==> config.mk <==
export PLATFORM = sky130hd
export DESIGN_NAME = mc_control_unit_flat
export DESIGN_NICKNAME = d
export VERILOG_FILES = /design/src/rtl/mc_control_unit_if.sv /design/src/rtl/mc_control_unit.sv /design/src/flat_wrapper.sv
export SDC_FILE = /design/constraint.sdc
export NUM_CORES = 1
export LEC_CHECK = 0
export CAP_MARGIN = 0
export CORE_MARGIN = 5
export CORE_UTILIZATION = 51
export DETAILED_ROUTE_END_ITERATION = 10
export GPL_TIMING_DRIVEN = 0
export PLACE_DENSITY = 0.87
export SLEW_MARGIN = 15
export SYNTH_ARGS = -nofsm -noshare
export SYNTH_HDL_FRONTEND = slang
export SYNTH_SLANG_ARGS = --single-unit
==> constraint.sdc <==
create_clock -name CLK -period 5.31 [get_ports CLK]
set_input_delay 1.3275 -clock CLK [delete_from_list [all_inputs] [get_ports CLK]]
set_output_delay 1.3275 -clock CLK [all_outputs]
set_load 0.03 [all_outputs]
==> src/rtl/mc_control_unit_if.sv <==
`default_nettype none
// ======================================================================
// mc_control_unit_if : ALU op encoding and control <-> datapath/cache bus
// Revision: 1.0
// ======================================================================
package mc_control_unit_pkg;
   typedef enum logic [3:0] {
      ALU_SLL  = 4'd0,
      ALU_SRL  = 4'd1,
      ALU_ADD  = 4'd2,
      ALU_SUB  = 4'd3,
      ALU_AND  = 4'd4,
      ALU_OR   = 4'd5,
      ALU_XOR  = 4'd6,
      ALU_NOR  = 4'd7,
      ALU_SLT  = 4'd8,
      ALU_SLTU = 4'd9
   } aluop_t;
endpackage

interface mc_control_unit_if #(
   parameter int WORD_W = 32
);
   import mc_control_unit_pkg::*;

   logic [31:0]       instruction;
   logic              ihit;
   logic              dhit;
   logic              zero;
   logic              alu_overflow;
   logic [WORD_W-1:0] daddr;
   logic              snoop_valid;
   logic [WORD_W-1:0] snoop_addr;

   logic              iREN;
   logic              dREN;
   logic              dWEN;
   logic              WEN;
   logic              pc_en;
   logic              ir_en;
   logic              halt;
   logic              mem_err;
   logic              PCSrc;
   logic              j;
   logic              jr;
   logic              jal;
   logic              lui;
   logic              sign_ext;
   logic              shamt_en;
   logic              ALUSrc;
   logic              RegDest;
   logic              MemReg;
   logic              bne;
   logic              atomic;
   aluop_t            ALUcode;
   logic              sc_result;
   logic              overflow_flag;
   logic [2:0]        state;

   modport master (
      input  instruction, ihit, dhit, zero, alu_overflow, daddr, snoop_valid, snoop_addr,
      output iREN, dREN, dWEN, WEN, pc_en, ir_en, halt, mem_err,
      output PCSrc, j, jr, jal, lui, sign_ext, shamt_en, ALUSrc, RegDest, MemReg, bne, atomic,
      output ALUcode, sc_result, overflow_flag, state
   );

   modport slave (
      output instruction, ihit, dhit, zero, alu_overflow, daddr, snoop_valid, snoop_addr,
      input  iREN, dREN, dWEN, WEN, pc_en, ir_en, halt, mem_err,
      input  PCSrc, j, jr, jal, lui, sign_ext, shamt_en, ALUSrc, RegDest, MemReg, bne, atomic,
      input  ALUcode, sc_result, overflow_flag, state
   );
endinterface

`default_nettype wire

==> src/rtl/mc_control_unit.sv <==
`default_nettype none
// ======================================================================
// mc_control_unit : multicycle MIPS control sequencer with LL/SC link
// Revision: 1.0
// ======================================================================
module mc_control_unit
   import mc_control_unit_pkg::*;
#(
   parameter int WORD_W   = 32,
   parameter int WAIT_MAX = 255,
   parameter bit LINK_EN  = 1'b1
) (
   input  logic              CLK,
   input  logic              RST,
   mc_control_unit_if.master bus
);

   typedef enum logic [2:0] {
      S_FETCH  = 3'd0,
      S_DECODE = 3'd1,
      S_EXEC   = 3'd2,
      S_MEM    = 3'd3,
      S_WB     = 3'd4,
      S_HALTED = 3'd5
   } state_t;

   typedef enum logic [3:0] {
      K_NOP    = 4'd0,
      K_ALU    = 4'd1,
      K_BRANCH = 4'd2,
      K_JR     = 4'd3,
      K_J      = 4'd4,
      K_LOAD   = 4'd5,
      K_LL     = 4'd6,
      K_STORE  = 4'd7,
      K_SC     = 4'd8,
      K_HALT   = 4'd9
   } kind_t;

   localparam int               CNT_W       = (WAIT_MAX > 1) ? $clog2(WAIT_MAX) : 1;
   localparam logic [CNT_W-1:0] c_wait_last = CNT_W'((WAIT_MAX > 0) ? WAIT_MAX - 1 : 0);

   localparam logic [5:0] c_op_rtype = 6'h00;
   localparam logic [5:0] c_op_j     = 6'h02;
   localparam logic [5:0] c_op_jal   = 6'h03;
   localparam logic [5:0] c_op_beq   = 6'h04;
   localparam logic [5:0] c_op_bne   = 6'h05;
   localparam logic [5:0] c_op_addi  = 6'h08;
   localparam logic [5:0] c_op_addiu = 6'h09;
   localparam logic [5:0] c_op_slti  = 6'h0A;
   localparam logic [5:0] c_op_sltiu = 6'h0B;
   localparam logic [5:0] c_op_andi  = 6'h0C;
   localparam logic [5:0] c_op_ori   = 6'h0D;
   localparam logic [5:0] c_op_xori  = 6'h0E;
   localparam logic [5:0] c_op_lui   = 6'h0F;
   localparam logic [5:0] c_op_lw    = 6'h23;
   localparam logic [5:0] c_op_sw    = 6'h2B;
   localparam logic [5:0] c_op_ll    = 6'h30;
   localparam logic [5:0] c_op_sc    = 6'h38;
   localparam logic [5:0] c_op_halt  = 6'h3F;

   localparam logic [5:0] c_fn_sll   = 6'h00;
   localparam logic [5:0] c_fn_srl   = 6'h02;
   localparam logic [5:0] c_fn_jr    = 6'h08;
   localparam logic [5:0] c_fn_add   = 6'h20;
   localparam logic [5:0] c_fn_addu  = 6'h21;
   localparam logic [5:0] c_fn_sub   = 6'h22;
   localparam logic [5:0] c_fn_subu  = 6'h23;
   localparam logic [5:0] c_fn_and   = 6'h24;
   localparam logic [5:0] c_fn_or    = 6'h25;
   localparam logic [5:0] c_fn_xor   = 6'h26;
   localparam logic [5:0] c_fn_nor   = 6'h27;
   localparam logic [5:0] c_fn_slt   = 6'h2A;
   localparam logic [5:0] c_fn_sltu  = 6'h2B;

   state_t             r_state;
   kind_t              r_kind;
   aluop_t             r_alucode;
   logic               r_j, r_jr, r_jal, r_lui, r_sext, r_shamt, r_alusrc;
   logic               r_regdst, r_memreg, r_bne, r_atomic, r_ovf_chk;
   logic [CNT_W-1:0]   r_wait_cnt;
   logic               r_mem_err;
   logic               r_ovf_flag;
   logic               r_link_valid;
   logic [WORD_W-3:0]  r_link_word;
   logic               r_sc_result;

   kind_t              w_kind;
   aluop_t             w_alu;
   logic               w_j, w_jr, w_jal, w_lui, w_sext, w_shamt, w_alusrc;
   logic               w_regdst, w_memreg, w_bne, w_atomic, w_ovf_chk;
   logic [5:0]         w_op;
   logic [5:0]         w_fn;
   logic               w_run;
   logic               w_timeout;
   logic               w_snoop_link;
   logic               w_snoop_new;
   logic               w_sc_ok;
   logic               w_wen_ok;
   logic               w_ovf_hit;
   logic               w_unused_bits;

   assign w_op = bus.instruction[31:26];
   assign w_fn = bus.instruction[5:0];

   // Decode straight from the icache word; the result is latched on the fetch hit.
   always_comb begin
      w_kind    = K_NOP;
      w_alu     = ALU_ADD;
      w_j       = 1'b0;
      w_jr      = 1'b0;
      w_jal     = 1'b0;
      w_lui     = 1'b0;
      w_sext    = 1'b0;
      w_shamt   = 1'b0;
      w_alusrc  = 1'b0;
      w_regdst  = 1'b0;
      w_memreg  = 1'b0;
      w_bne     = 1'b0;
      w_atomic  = 1'b0;
      w_ovf_chk = 1'b0;
      case (w_op)
         c_op_rtype: begin
            w_regdst = 1'b1;
            w_kind   = K_ALU;
            case (w_fn)
               c_fn_sll:  begin w_alu = ALU_SLL; w_shamt = 1'b1; end
               c_fn_srl:  begin w_alu = ALU_SRL; w_shamt = 1'b1; end
               c_fn_jr:   begin w_kind = K_JR; w_jr = 1'b1; end
               c_fn_add:  begin w_alu = ALU_ADD; w_ovf_chk = 1'b1; end
               c_fn_addu: w_alu = ALU_ADD;
               c_fn_sub:  begin w_alu = ALU_SUB; w_ovf_chk = 1'b1; end
               c_fn_subu: w_alu = ALU_SUB;
               c_fn_and:  w_alu = ALU_AND;
               c_fn_or:   w_alu = ALU_OR;
               c_fn_xor:  w_alu = ALU_XOR;
               c_fn_nor:  w_alu = ALU_NOR;
               c_fn_slt:  w_alu = ALU_SLT;
               c_fn_sltu: w_alu = ALU_SLTU;
               default:   w_kind = K_NOP;
            endcase
         end
         c_op_j:     begin w_kind = K_J; w_j = 1'b1; end
         c_op_jal:   begin w_kind = K_ALU; w_j = 1'b1; w_jal = 1'b1; end
         c_op_beq:   begin w_kind = K_BRANCH; w_alu = ALU_SUB; w_sext = 1'b1; end
         c_op_bne:   begin w_kind = K_BRANCH; w_alu = ALU_SUB; w_sext = 1'b1; w_bne = 1'b1; end
         c_op_addi:  begin w_kind = K_ALU; w_alusrc = 1'b1; w_sext = 1'b1; w_ovf_chk = 1'b1; end
         c_op_addiu: begin w_kind = K_ALU; w_alusrc = 1'b1; w_sext = 1'b1; end
         c_op_slti:  begin w_kind = K_ALU; w_alu = ALU_SLT; w_alusrc = 1'b1; w_sext = 1'b1; end
         c_op_sltiu: begin w_kind = K_ALU; w_alu = ALU_SLTU; w_alusrc = 1'b1; w_sext = 1'b1; end
         c_op_andi:  begin w_kind = K_ALU; w_alu = ALU_AND; w_alusrc = 1'b1; end
         c_op_ori:   begin w_kind = K_ALU; w_alu = ALU_OR; w_alusrc = 1'b1; end
         c_op_xori:  begin w_kind = K_ALU; w_alu = ALU_XOR; w_alusrc = 1'b1; end
         c_op_lui:   begin w_kind = K_ALU; w_lui = 1'b1; w_alusrc = 1'b1; end
         c_op_lw:    begin w_kind = K_LOAD; w_alusrc = 1'b1; w_sext = 1'b1; w_memreg = 1'b1; end
         c_op_sw:    begin w_kind = K_STORE; w_alusrc = 1'b1; w_sext = 1'b1; end
         c_op_ll:    begin w_kind = K_LL; w_alusrc = 1'b1; w_sext = 1'b1; w_memreg = 1'b1; w_atomic = 1'b1; end
         c_op_sc:    begin w_kind = K_SC; w_alusrc = 1'b1; w_sext = 1'b1; w_atomic = 1'b1; end
         c_op_halt:  w_kind = K_HALT;
         default:    w_kind = K_NOP;
      endcase
   end

   assign w_timeout    = (WAIT_MAX != 0) && (r_wait_cnt == c_wait_last);
   assign w_snoop_link = bus.snoop_valid && r_link_valid &&
                         (bus.snoop_addr[WORD_W-1:2] == r_link_word);
   assign w_snoop_new  = bus.snoop_valid &&
                         (bus.snoop_addr[WORD_W-1:2] == bus.daddr[WORD_W-1:2]);
   // A snoop landing on the same edge as the SC check already kills the link.
   assign w_sc_ok      = LINK_EN && r_link_valid && !w_snoop_link &&
                         (r_link_word == bus.daddr[WORD_W-1:2]);
   assign w_wen_ok     = (r_kind == K_ALU) || (r_kind == K_LOAD) ||
                         (r_kind == K_LL) || (r_kind == K_SC);
   assign w_ovf_hit    = r_ovf_chk && bus.alu_overflow;
   assign w_unused_bits = ^{bus.instruction[25:6], bus.daddr[1:0], bus.snoop_addr[1:0]};

   always_ff @(posedge CLK) begin
      if (RST) begin
         r_state      <= S_FETCH;
         r_kind       <= K_NOP;
         r_alucode    <= ALU_SLL;
         r_j          <= 1'b0;
         r_jr         <= 1'b0;
         r_jal        <= 1'b0;
         r_lui        <= 1'b0;
         r_sext       <= 1'b0;
         r_shamt      <= 1'b0;
         r_alusrc     <= 1'b0;
         r_regdst     <= 1'b0;
         r_memreg     <= 1'b0;
         r_bne        <= 1'b0;
         r_atomic     <= 1'b0;
         r_ovf_chk    <= 1'b0;
         r_wait_cnt   <= '0;
         r_mem_err    <= 1'b0;
         r_ovf_flag   <= 1'b0;
         r_link_valid <= 1'b0;
         r_link_word  <= '0;
         r_sc_result  <= 1'b0;
      end else begin
         r_wait_cnt <= '0;
         if (w_snoop_link) begin
            r_link_valid <= 1'b0;
         end
         case (r_state)
            S_FETCH: begin
               if (bus.ihit) begin
                  r_kind      <= w_kind;
                  r_alucode   <= w_alu;
                  r_j         <= w_j;
                  r_jr        <= w_jr;
                  r_jal       <= w_jal;
                  r_lui       <= w_lui;
                  r_sext      <= w_sext;
                  r_shamt     <= w_shamt;
                  r_alusrc    <= w_alusrc;
                  r_regdst    <= w_regdst;
                  r_memreg    <= w_memreg;
                  r_bne       <= w_bne;
                  r_atomic    <= w_atomic;
                  r_ovf_chk   <= w_ovf_chk;
                  r_sc_result <= 1'b0;
                  r_state     <= S_DECODE;
               end else if (w_timeout) begin
                  r_mem_err <= 1'b1;
                  r_state   <= S_HALTED;
               end else begin
                  r_wait_cnt <= r_wait_cnt + 1'b1;
               end
            end
            S_DECODE: begin
               if (r_kind == K_HALT) begin
                  r_state <= S_HALTED;
               end else if (r_kind == K_J) begin
                  r_state <= S_FETCH;
               end else begin
                  r_state <= S_EXEC;
               end
            end
            S_EXEC: begin
               case (r_kind)
                  K_BRANCH, K_JR:        r_state <= S_FETCH;
                  K_LOAD, K_LL, K_STORE: r_state <= S_MEM;
                  K_SC: begin
                     r_sc_result <= w_sc_ok;
                     r_state     <= S_MEM;
                  end
                  default:               r_state <= S_WB;
               endcase
            end
            S_MEM: begin
               if (r_kind == K_SC && !r_sc_result) begin
                  r_link_valid <= 1'b0;
                  r_state      <= S_WB;
               end else if (bus.dhit) begin
                  if (r_kind == K_LL && LINK_EN) begin
                     r_link_word  <= bus.daddr[WORD_W-1:2];
                     r_link_valid <= !w_snoop_new;
                  end
                  if (r_kind == K_SC) begin
                     r_link_valid <= 1'b0;
                  end
                  r_state <= S_WB;
               end else if (w_timeout) begin
                  r_mem_err <= 1'b1;
                  r_state   <= S_HALTED;
               end else begin
                  r_wait_cnt <= r_wait_cnt + 1'b1;
               end
            end
            S_WB: begin
               if (w_ovf_hit) begin
                  r_ovf_flag <= 1'b1;
               end
               r_state <= S_FETCH;
            end
            S_HALTED: r_state <= S_HALTED;
            default:  r_state <= S_FETCH;
         endcase
      end
   end

   // Strobes are decoded from the state register and forced low while reset is held.
   assign w_run = !RST;

   assign bus.iREN    = w_run && (r_state == S_FETCH);
   assign bus.ir_en   = w_run && (r_state == S_FETCH) && bus.ihit;
   assign bus.dREN    = w_run && (r_state == S_MEM) && ((r_kind == K_LOAD) || (r_kind == K_LL));
   assign bus.dWEN    = w_run && (r_state == S_MEM) &&
                        ((r_kind == K_STORE) || ((r_kind == K_SC) && r_sc_result));
   assign bus.pc_en   = w_run && (((r_state == S_DECODE) && (r_kind == K_J)) ||
                                  ((r_state == S_EXEC) && ((r_kind == K_BRANCH) || (r_kind == K_JR))) ||
                                  (r_state == S_WB));
   assign bus.PCSrc   = w_run && (r_state == S_EXEC) && (r_kind == K_BRANCH) && (bus.zero ^ r_bne);
   assign bus.WEN     = w_run && (r_state == S_WB) && w_wen_ok && !w_ovf_hit;
   assign bus.halt    = w_run && (r_state == S_HALTED);
   assign bus.mem_err = r_mem_err;

   assign bus.j             = r_j;
   assign bus.jr            = r_jr;
   assign bus.jal           = r_jal;
   assign bus.lui           = r_lui;
   assign bus.sign_ext      = r_sext;
   assign bus.shamt_en      = r_shamt;
   assign bus.ALUSrc        = r_alusrc;
   assign bus.RegDest       = r_regdst;
   assign bus.MemReg        = r_memreg;
   assign bus.bne           = r_bne;
   assign bus.atomic        = r_atomic;
   assign bus.ALUcode       = r_alucode;
   assign bus.sc_result     = r_sc_result;
   assign bus.overflow_flag = r_ovf_flag;
   assign bus.state         = r_state;

endmodule

`default_nettype wire

==> src/flat_wrapper.sv <==
// flat-port wrapper written by rule: the top's interface ports become plain ports
module mc_control_unit_flat import mc_control_unit_pkg::*;
#(
   parameter int WORD_W   = 32,
   parameter int WAIT_MAX = 255,
   parameter bit LINK_EN  = 1'b1
)
  (CLK, RST, bus_instruction, bus_ihit, bus_dhit, bus_zero, bus_alu_overflow, bus_daddr, bus_snoop_valid, bus_snoop_addr, bus_iREN, bus_dREN, bus_dWEN, bus_WEN, bus_pc_en, bus_ir_en, bus_halt, bus_mem_err, bus_PCSrc, bus_j, bus_jr, bus_jal, bus_lui, bus_sign_ext, bus_shamt_en, bus_ALUSrc, bus_RegDest, bus_MemReg, bus_bne, bus_atomic, bus_ALUcode, bus_sc_result, bus_overflow_flag, bus_state);
  mc_control_unit_if #(.WORD_W(WORD_W)) bus_i ();
  input  logic CLK;
  input  logic RST;
  input wire logic [$bits(bus_i.instruction)-1:0] bus_instruction;
  input wire logic [$bits(bus_i.ihit)-1:0] bus_ihit;
  input wire logic [$bits(bus_i.dhit)-1:0] bus_dhit;
  input wire logic [$bits(bus_i.zero)-1:0] bus_zero;
  input wire logic [$bits(bus_i.alu_overflow)-1:0] bus_alu_overflow;
  input wire logic [$bits(bus_i.daddr)-1:0] bus_daddr;
  input wire logic [$bits(bus_i.snoop_valid)-1:0] bus_snoop_valid;
  input wire logic [$bits(bus_i.snoop_addr)-1:0] bus_snoop_addr;
  output wire logic [$bits(bus_i.iREN)-1:0] bus_iREN;
  output wire logic [$bits(bus_i.dREN)-1:0] bus_dREN;
  output wire logic [$bits(bus_i.dWEN)-1:0] bus_dWEN;
  output wire logic [$bits(bus_i.WEN)-1:0] bus_WEN;
  output wire logic [$bits(bus_i.pc_en)-1:0] bus_pc_en;
  output wire logic [$bits(bus_i.ir_en)-1:0] bus_ir_en;
  output wire logic [$bits(bus_i.halt)-1:0] bus_halt;
  output wire logic [$bits(bus_i.mem_err)-1:0] bus_mem_err;
  output wire logic [$bits(bus_i.PCSrc)-1:0] bus_PCSrc;
  output wire logic [$bits(bus_i.j)-1:0] bus_j;
  output wire logic [$bits(bus_i.jr)-1:0] bus_jr;
  output wire logic [$bits(bus_i.jal)-1:0] bus_jal;
  output wire logic [$bits(bus_i.lui)-1:0] bus_lui;
  output wire logic [$bits(bus_i.sign_ext)-1:0] bus_sign_ext;
  output wire logic [$bits(bus_i.shamt_en)-1:0] bus_shamt_en;
  output wire logic [$bits(bus_i.ALUSrc)-1:0] bus_ALUSrc;
  output wire logic [$bits(bus_i.RegDest)-1:0] bus_RegDest;
  output wire logic [$bits(bus_i.MemReg)-1:0] bus_MemReg;
  output wire logic [$bits(bus_i.bne)-1:0] bus_bne;
  output wire logic [$bits(bus_i.atomic)-1:0] bus_atomic;
  output wire logic [$bits(bus_i.ALUcode)-1:0] bus_ALUcode;
  output wire logic [$bits(bus_i.sc_result)-1:0] bus_sc_result;
  output wire logic [$bits(bus_i.overflow_flag)-1:0] bus_overflow_flag;
  output wire logic [$bits(bus_i.state)-1:0] bus_state;
  assign bus_i.instruction = bus_instruction;
  assign bus_i.ihit = bus_ihit;
  assign bus_i.dhit = bus_dhit;
  assign bus_i.zero = bus_zero;
  assign bus_i.alu_overflow = bus_alu_overflow;
  assign bus_i.daddr = bus_daddr;
  assign bus_i.snoop_valid = bus_snoop_valid;
  assign bus_i.snoop_addr = bus_snoop_addr;
  assign bus_iREN = bus_i.iREN;
  assign bus_dREN = bus_i.dREN;
  assign bus_dWEN = bus_i.dWEN;
  assign bus_WEN = bus_i.WEN;
  assign bus_pc_en = bus_i.pc_en;
  assign bus_ir_en = bus_i.ir_en;
  assign bus_halt = bus_i.halt;
  assign bus_mem_err = bus_i.mem_err;
  assign bus_PCSrc = bus_i.PCSrc;
  assign bus_j = bus_i.j;
  assign bus_jr = bus_i.jr;
  assign bus_jal = bus_i.jal;
  assign bus_lui = bus_i.lui;
  assign bus_sign_ext = bus_i.sign_ext;
  assign bus_shamt_en = bus_i.shamt_en;
  assign bus_ALUSrc = bus_i.ALUSrc;
  assign bus_RegDest = bus_i.RegDest;
  assign bus_MemReg = bus_i.MemReg;
  assign bus_bne = bus_i.bne;
  assign bus_atomic = bus_i.atomic;
  assign bus_ALUcode = bus_i.ALUcode;
  assign bus_sc_result = bus_i.sc_result;
  assign bus_overflow_flag = bus_i.overflow_flag;
  assign bus_state = bus_i.state;
  mc_control_unit #(.WORD_W(WORD_W), .WAIT_MAX(WAIT_MAX), .LINK_EN(LINK_EN)) u_core (.CLK(CLK), .RST(RST), .bus(bus_i));
endmodule
Word level (Yosys, flattened, before mapping)
Cells that the tools add are included.
- output and inout port bits: 29
- word-level logic and storage cells: 181
- flip-flop bits (word level): 65
- muxes and demuxes: 46
- bitwise gates (word level): 2
- reduce and logical (&&, ||, !) cells: 59
- equality and inequality tests: 52
- add/sub/neg operators: 1
- operators by type and width (cell ; count):
    $eq 30x30->1 ; 3
    $eq 6x6->1 const B ; 15
    $pmux 4 s9 ; 2
    $eq 6x4->1 const B ; 9
    $mux 8 ; 4
    $pmux 4 s7 ; 1
    $mux 1 ; 26
    $reduce_or 12->1 ; 2
    $logic_and 1x1->1 ; 23
    $eq 6x2->1 const B ; 3
    $eq 4x3->1 const B ; 4
    $pmux 8 s2 ; 1
    $reduce_or 2->1 ; 8
    $mux 3 ; 5
    $pmux 3 s5 ; 1
    $eq 6x3->1 const B ; 2
    $logic_not 6->1 ; 2
    $reduce_or 10->1 ; 1
    $reduce_or 9->1 ; 1
    $add 8x1->8 const B ; 1
    $eq 4x2->1 const B ; 2
    $eq 4x4->1 const B ; 2
    $eq 8x8->1 const B ; 1
    $logic_or 1x1->1 ; 8
    other kinds (19) ; 33

Logic depth before layout (Yosys ltp)
- depth in word-level cells: 8
- depth in mapped cells: 7
- gate-level depth less buffers: 7

Least setup slack after synthesis
No wires, ideal clock.
- kind: input port to output port
- from: input port RST
- to: output port bus_WEN
- arrival time: 3149 ps
- cell stages on the path: 3
- path buffers: 1
- required time: 3983 ps
- path slack: 833 ps
- cell sequence: clkbuf_1 -> nand2b_1 -> a2111oi_0
- longest elaborated chain between the ends: 4
- ends and longest elaborated chain (what ; RTL line ; text):
    from (decl) ; flat_wrapper.sv:11 ; input logic RST;
    $logic_not 1->1 ; mc_control_unit.sv:284 ; assign w_run = !RST;
    $logic_and 1x1->1 (3 in a row) ; mc_control_unit.sv:295 ; assign bus.WEN = w_run && (r_state == S_WB) && w_wen_ok && !w_ovf_hit;
    to (decl) ; flat_wrapper.sv:23 ; output wire logic [$bits(bus_i.WEN)-1:0] bus_WEN;
No other way between the ends.

Worst setup path in the final report
- from: input port bus_ihit
- to: output port bus_ir_en
- longest elaborated chain between the ends: 1
- ends and longest elaborated chain (what ; RTL line ; text):
    from (decl) ; flat_wrapper.sv:13 ; input wire logic [$bits(bus_i.ihit)-1:0] bus_ihit;
    $logic_and 1x1->1 ; mc_control_unit.sv:287 ; assign bus.ir_en = w_run && (r_state == S_FETCH) && bus.ihit;
    to (decl) ; flat_wrapper.sv:25 ; output wire logic [$bits(bus_i.ir_en)-1:0] bus_ir_en;
No other way between the ends.

==> summary.md <==
The number of nets handed over by synthesis was 640. The root buffer cell chosen for the clock tree is sky130_fd_sc_hd__clkbuf_8. Setup slack on the worst reg-to-reg path comes out at 3350 ps.

IR analysis of the VDD net gives a maximum drop of 0.141 mV. Max-cap violations in this run came to 0. The tools report the launching element type of the critical path as a primary input. At the pin with the least slew margin, the transition time is 665 ps. The HPWL after detailed placement was 9830 µm; the share of the synthesized area in compound gates (AO/OA/AOI/OAI) was 14.7%.

Max-slew violation count: 0. In the post-synthesis netlist, the biggest area contributors are sky130_fd_sc_hd__dfxtp_1, sky130_fd_sc_hd__xnor2_1, sky130_fd_sc_hd__nand2_1. For this run, design rule violations remaining after detail routing come to 0.

Traced cell by cell, the critical path runs through clkdlybuf4s50_1 -> nand3b_1 -> clkbuf_1 -> nor2_1 -> clkdlybuf4s50_1. TritonCTS built the clock tree. For the overall power, the log shows 1.22 mW.

The startpoint identified for the worst hold timing path is u_core.bus.ALUcode[0]$_SDFFE_PP0P_. The number of cells on the worst hold path is 2, and the number of synthesized register bits is 65. The Yosys step of the flow raised 0 warnings.

The path class of the tightest hold or removal check is register to register. In the post-synthesis netlist, the cell with the most instances is sky130_fd_sc_hd__nand2_1. The total overflow left after global routing is 0.

The critical path in this run is classified as primary input to output pin. 0 antenna diodes ended up in the layout. The wire length of the first global-routing pass was 21,000 µm; the mean instance size in the synthesized netlist was 7.62 µm². The ratio of cells with drive above 1 in the final layout works out to 4.42%.

Summing the areas of all fa, ha and maj instances in the mapped netlist gives 0.614% of the synthesized area. The run gives 9 as the TritonCTS buffer count. Post-layout net count: 756. By area, the combinational part of the netlist is dominated by simple AND/OR/NAND/NOR gates. Once placement completed, the tool counted placed cells totaling 742.

After synthesis, the largest area contributor takes up 31.9% of total cell area. The number of different library cells used by synthesis comes to 50. The floorplan has 32 rows. The area added between synthesis and finish came out at 34.2%.

The final critical path takes up 85.8% of the cycle. For this run, the total global-route usage over all layers was measured as 26.4%. The first routing iteration left 264 violations.

The die covers 9880 µm². The depth of the most critical reg-to-reg path is 6, and the synthesized-area fraction occupied by and/or/nand/nor cells is 28.4%. The final hold violation count is 0.

The largest single stage delay on the critical path is 700 ps. Of the synthesized area, sequential elements account for 31.9%. The initial standard-cell utilization of the core is 52.5%. The count of input and output buffers works out to 105. The worst register-to-register path begins at u_core.r_kind[3]$_SDFFE_PP0P_.

Counting flops with a built-in enable in the synthesized netlist gives 0. The finished layout holds 758 standard cells, fillers aside. After technology mapping, the gate count stands at 535. The run finished with clean final reports. The largest net degree at the start of global routing is 12. The total negative setup slack came out at 0 ps.

After layout, the worst setup slack is 756 ps. Setup violations remaining at the end of the flow were counted as 0. During I/O placement, the number of pins put on the boundary was 132. STA puts the critical path data required time at 3980 ps.

After detailed routing, the number of vias per cell comes to 5.83. The run gives 4,416 as the via total after detailed routing. Once detail routing completed, the nets flagged for antenna violations numbered 0.

The master of the slowest instance on the critical path was sky130_fd_sc_hd__clkdlybuf4s50_1. The die width came out at 99.4 µm. End of the worst hold path: u_core.bus.ALUcode[0]$_SDFFE_PP0P_. The biggest area contributor in the post-synthesis netlist is sky130_fd_sc_hd__dfxtp_1. Most used cell along the critical path: sky130_fd_sc_hd__clkdlybuf4s50_1.

The total area inside the core boundary comes to 7770 µm². Post-CTS timing repair inserted 0 buffers for setup. Clock latency on the worst-skew pair, taken at its later pin, is 350 ps. Post-CTS repair changed the size of 0 cells. For this design, the sink count on the clock tree is 65.

No sink is reached through more buffers than the 2 on the longest clock path. The synthesized netlist devotes 21.1% of its cell area to XOR and XNOR gates. The final routed wire length divided by cell count is 17.3 µm, and the post-placement worst setup slack is 739 ps. Hold repair after CTS inserted 0 buffers.

The tools report the number of global-route vias before repair as 4,321. The most frequently used flop master after synthesis is sky130_fd_sc_hd__dfxtp_1. For the post-synthesis instance area, the log shows 4080 µm². The arrival time at the worst endpoint was 3230 ps; the count of H-tree levels built during CTS was 3. In the synthesized netlist the async set-or-reset flop fraction comes to 0%.

Minimum period implied by the final worst setup slack: 4550 ps. Along the worst path, the maximum fanout reaches 10. In this run the vertical extent of the chip is 99.4 µm. The worst setup path is captured at an output pin. Setup repair after global routing left no endpoint under its margin. The number of detailed-routing iterations run before antenna repair is 5, and the leakage power summed over all cells is 1.75 nW.

The mux share of post-synthesis cell area is 0%, and the maximum frequency from static timing analysis is 0.220 GHz. The number of antenna violations at the first check in global routing came out at 0. The run gives 5.90 ps as the largest clock skew in the final design. The worst register-to-register path ends at u_core.r_link_valid$_SDFF_PP0_. After clock tree synthesis, the clock-pin slew on the worst setup and hold paths is 70 ps.

The congestion estimate from routability-driven global placement came to 0.931. After synthesis, the most frequently instantiated cells are sky130_fd_sc_hd__nand2_1, sky130_fd_sc_hd__xnor2_1, sky130_fd_sc_hd__dfxtp_1. In this run the tightest slew margin relative to its limit is 55.6%. Dividing total power by cell area gives a power density of 223 nW/µm². Routed wire length: 13,100 µm.
[stage by stage]
stage               area, µm²  util [%]  hold slack (ps)
floorplan                4080         -              443
global placement         5250      67.6              449
detailed placement       5250      67.6              447
CTS                      5470      70.4              460
global route             5470      70.4              483
finish                   5470      70.4              457
[layer usage]
metal / up-vias / track usage (%) / part of all wire, %
li1: 2087 / - / -
met1: 2038 / 32.5 / 39
met2: 246 / 43.4 / 48
met3: 45 / 6.73 / 9.4
met4: 0 / 12.1 / 3.6
met5: - / 0 / 0
[power by group]
group	switching, mW	leakage (nW)	internal (mW)
logic	0.142	1.12	0.122
clock network	0.196	0.105	0.254
registers	0.00909	0.525	0.495
total	0.346	1.75	0.871
[critical path: cells and delay by family]
kind                   cells  cell delay (ps)
buffers and inverters      3             1550
AND/OR/NAND/NOR            2              340
[cell families after synthesis]
group                    Yosys count
adder cells (fa/ha/maj)            2
buffers and inverters             32
AO/OA/AOI/OAI                     99
XOR/XNOR                          98
AND/OR/NAND/NOR                  239
flip-flops                        65
[registers in the layout, summed over array words and instances, names as in the netlist]
register and cells:
u_core.bus.ALUSrc 1, u_core.bus.bne 1, u_core.bus.ALUcode 4, u_core.bus.lui 1
u_core.bus.jr 1, u_core.bus.RegDest 1, u_core.bus.j 1, u_core.bus.mem_err 1
u_core.bus.shamt_en 1, u_core.r_wait_cnt 8, u_core.bus.sign_ext 1, u_core.bus.overflow_flag 1
u_core.bus.MemReg 1, u_core.r_ovf_chk 1, u_core.r_kind 4, u_core.bus.atomic 1
u_core.bus.jal 1, u_core.r_link_word 30, u_core.bus.sc_result 1, u_core.r_link_valid 1
u_core.bus.state 3
[final cells by class]
type	count	area, µm²
multi-input cells	438	2640
fillers	635	2300
flip-flops and latches	65	1300
repair buffers	105	1050
clock buffers	12	165
well taps	102	128
plain buffers	28	120
clock inverters	4	50.0
inverters	4	15.0
[cell usage in the layout, fill, tap and decap left out, types with 4 or more instances in the layout]
master	n
sky130_fd_sc_hd__nand2b_1	10
sky130_fd_sc_hd__nor3_1	11
sky130_fd_sc_hd__clkbuf_8	12
sky130_fd_sc_hd__xnor2_1	70
sky130_fd_sc_hd__nand3_1	15
sky130_fd_sc_hd__nand4_1	21
sky130_fd_sc_hd__a32oi_1	4
sky130_fd_sc_hd__a21oi_1	56
sky130_fd_sc_hd__o21ai_0	11
sky130_fd_sc_hd__nor2b_1	5
sky130_fd_sc_hd__nor4_1	14
sky130_fd_sc_hd__buf_2	6
sky130_fd_sc_hd__dfxtp_1	65
sky130_fd_sc_hd__nand3b_1	4
sky130_fd_sc_hd__nand2_1	88
sky130_fd_sc_hd__clkbuf_1	21
sky130_fd_sc_hd__a31oi_1	5
sky130_fd_sc_hd__or3_1	5
sky130_fd_sc_hd__nor2_1	48
sky130_fd_sc_hd__inv_1	4
sky130_fd_sc_hd__clkdlybuf4s50_1	105
sky130_fd_sc_hd__xor2_1	28
[worst max-delay path by stage]
stage              from  slack, ps        end
2_1_floorplan       RST        830    bus_WEN
4_1_cts        bus_ihit        720  bus_ir_en
5_1_grt        bus_ihit        640  bus_ir_en
3_3_place_gp   bus_ihit        790  bus_ir_en
3_5_place_dp   bus_ihit        740  bus_ir_en
6_report       bus_ihit        760  bus_ir_en
Note: power is estimated with default switching activity, not from simulation.
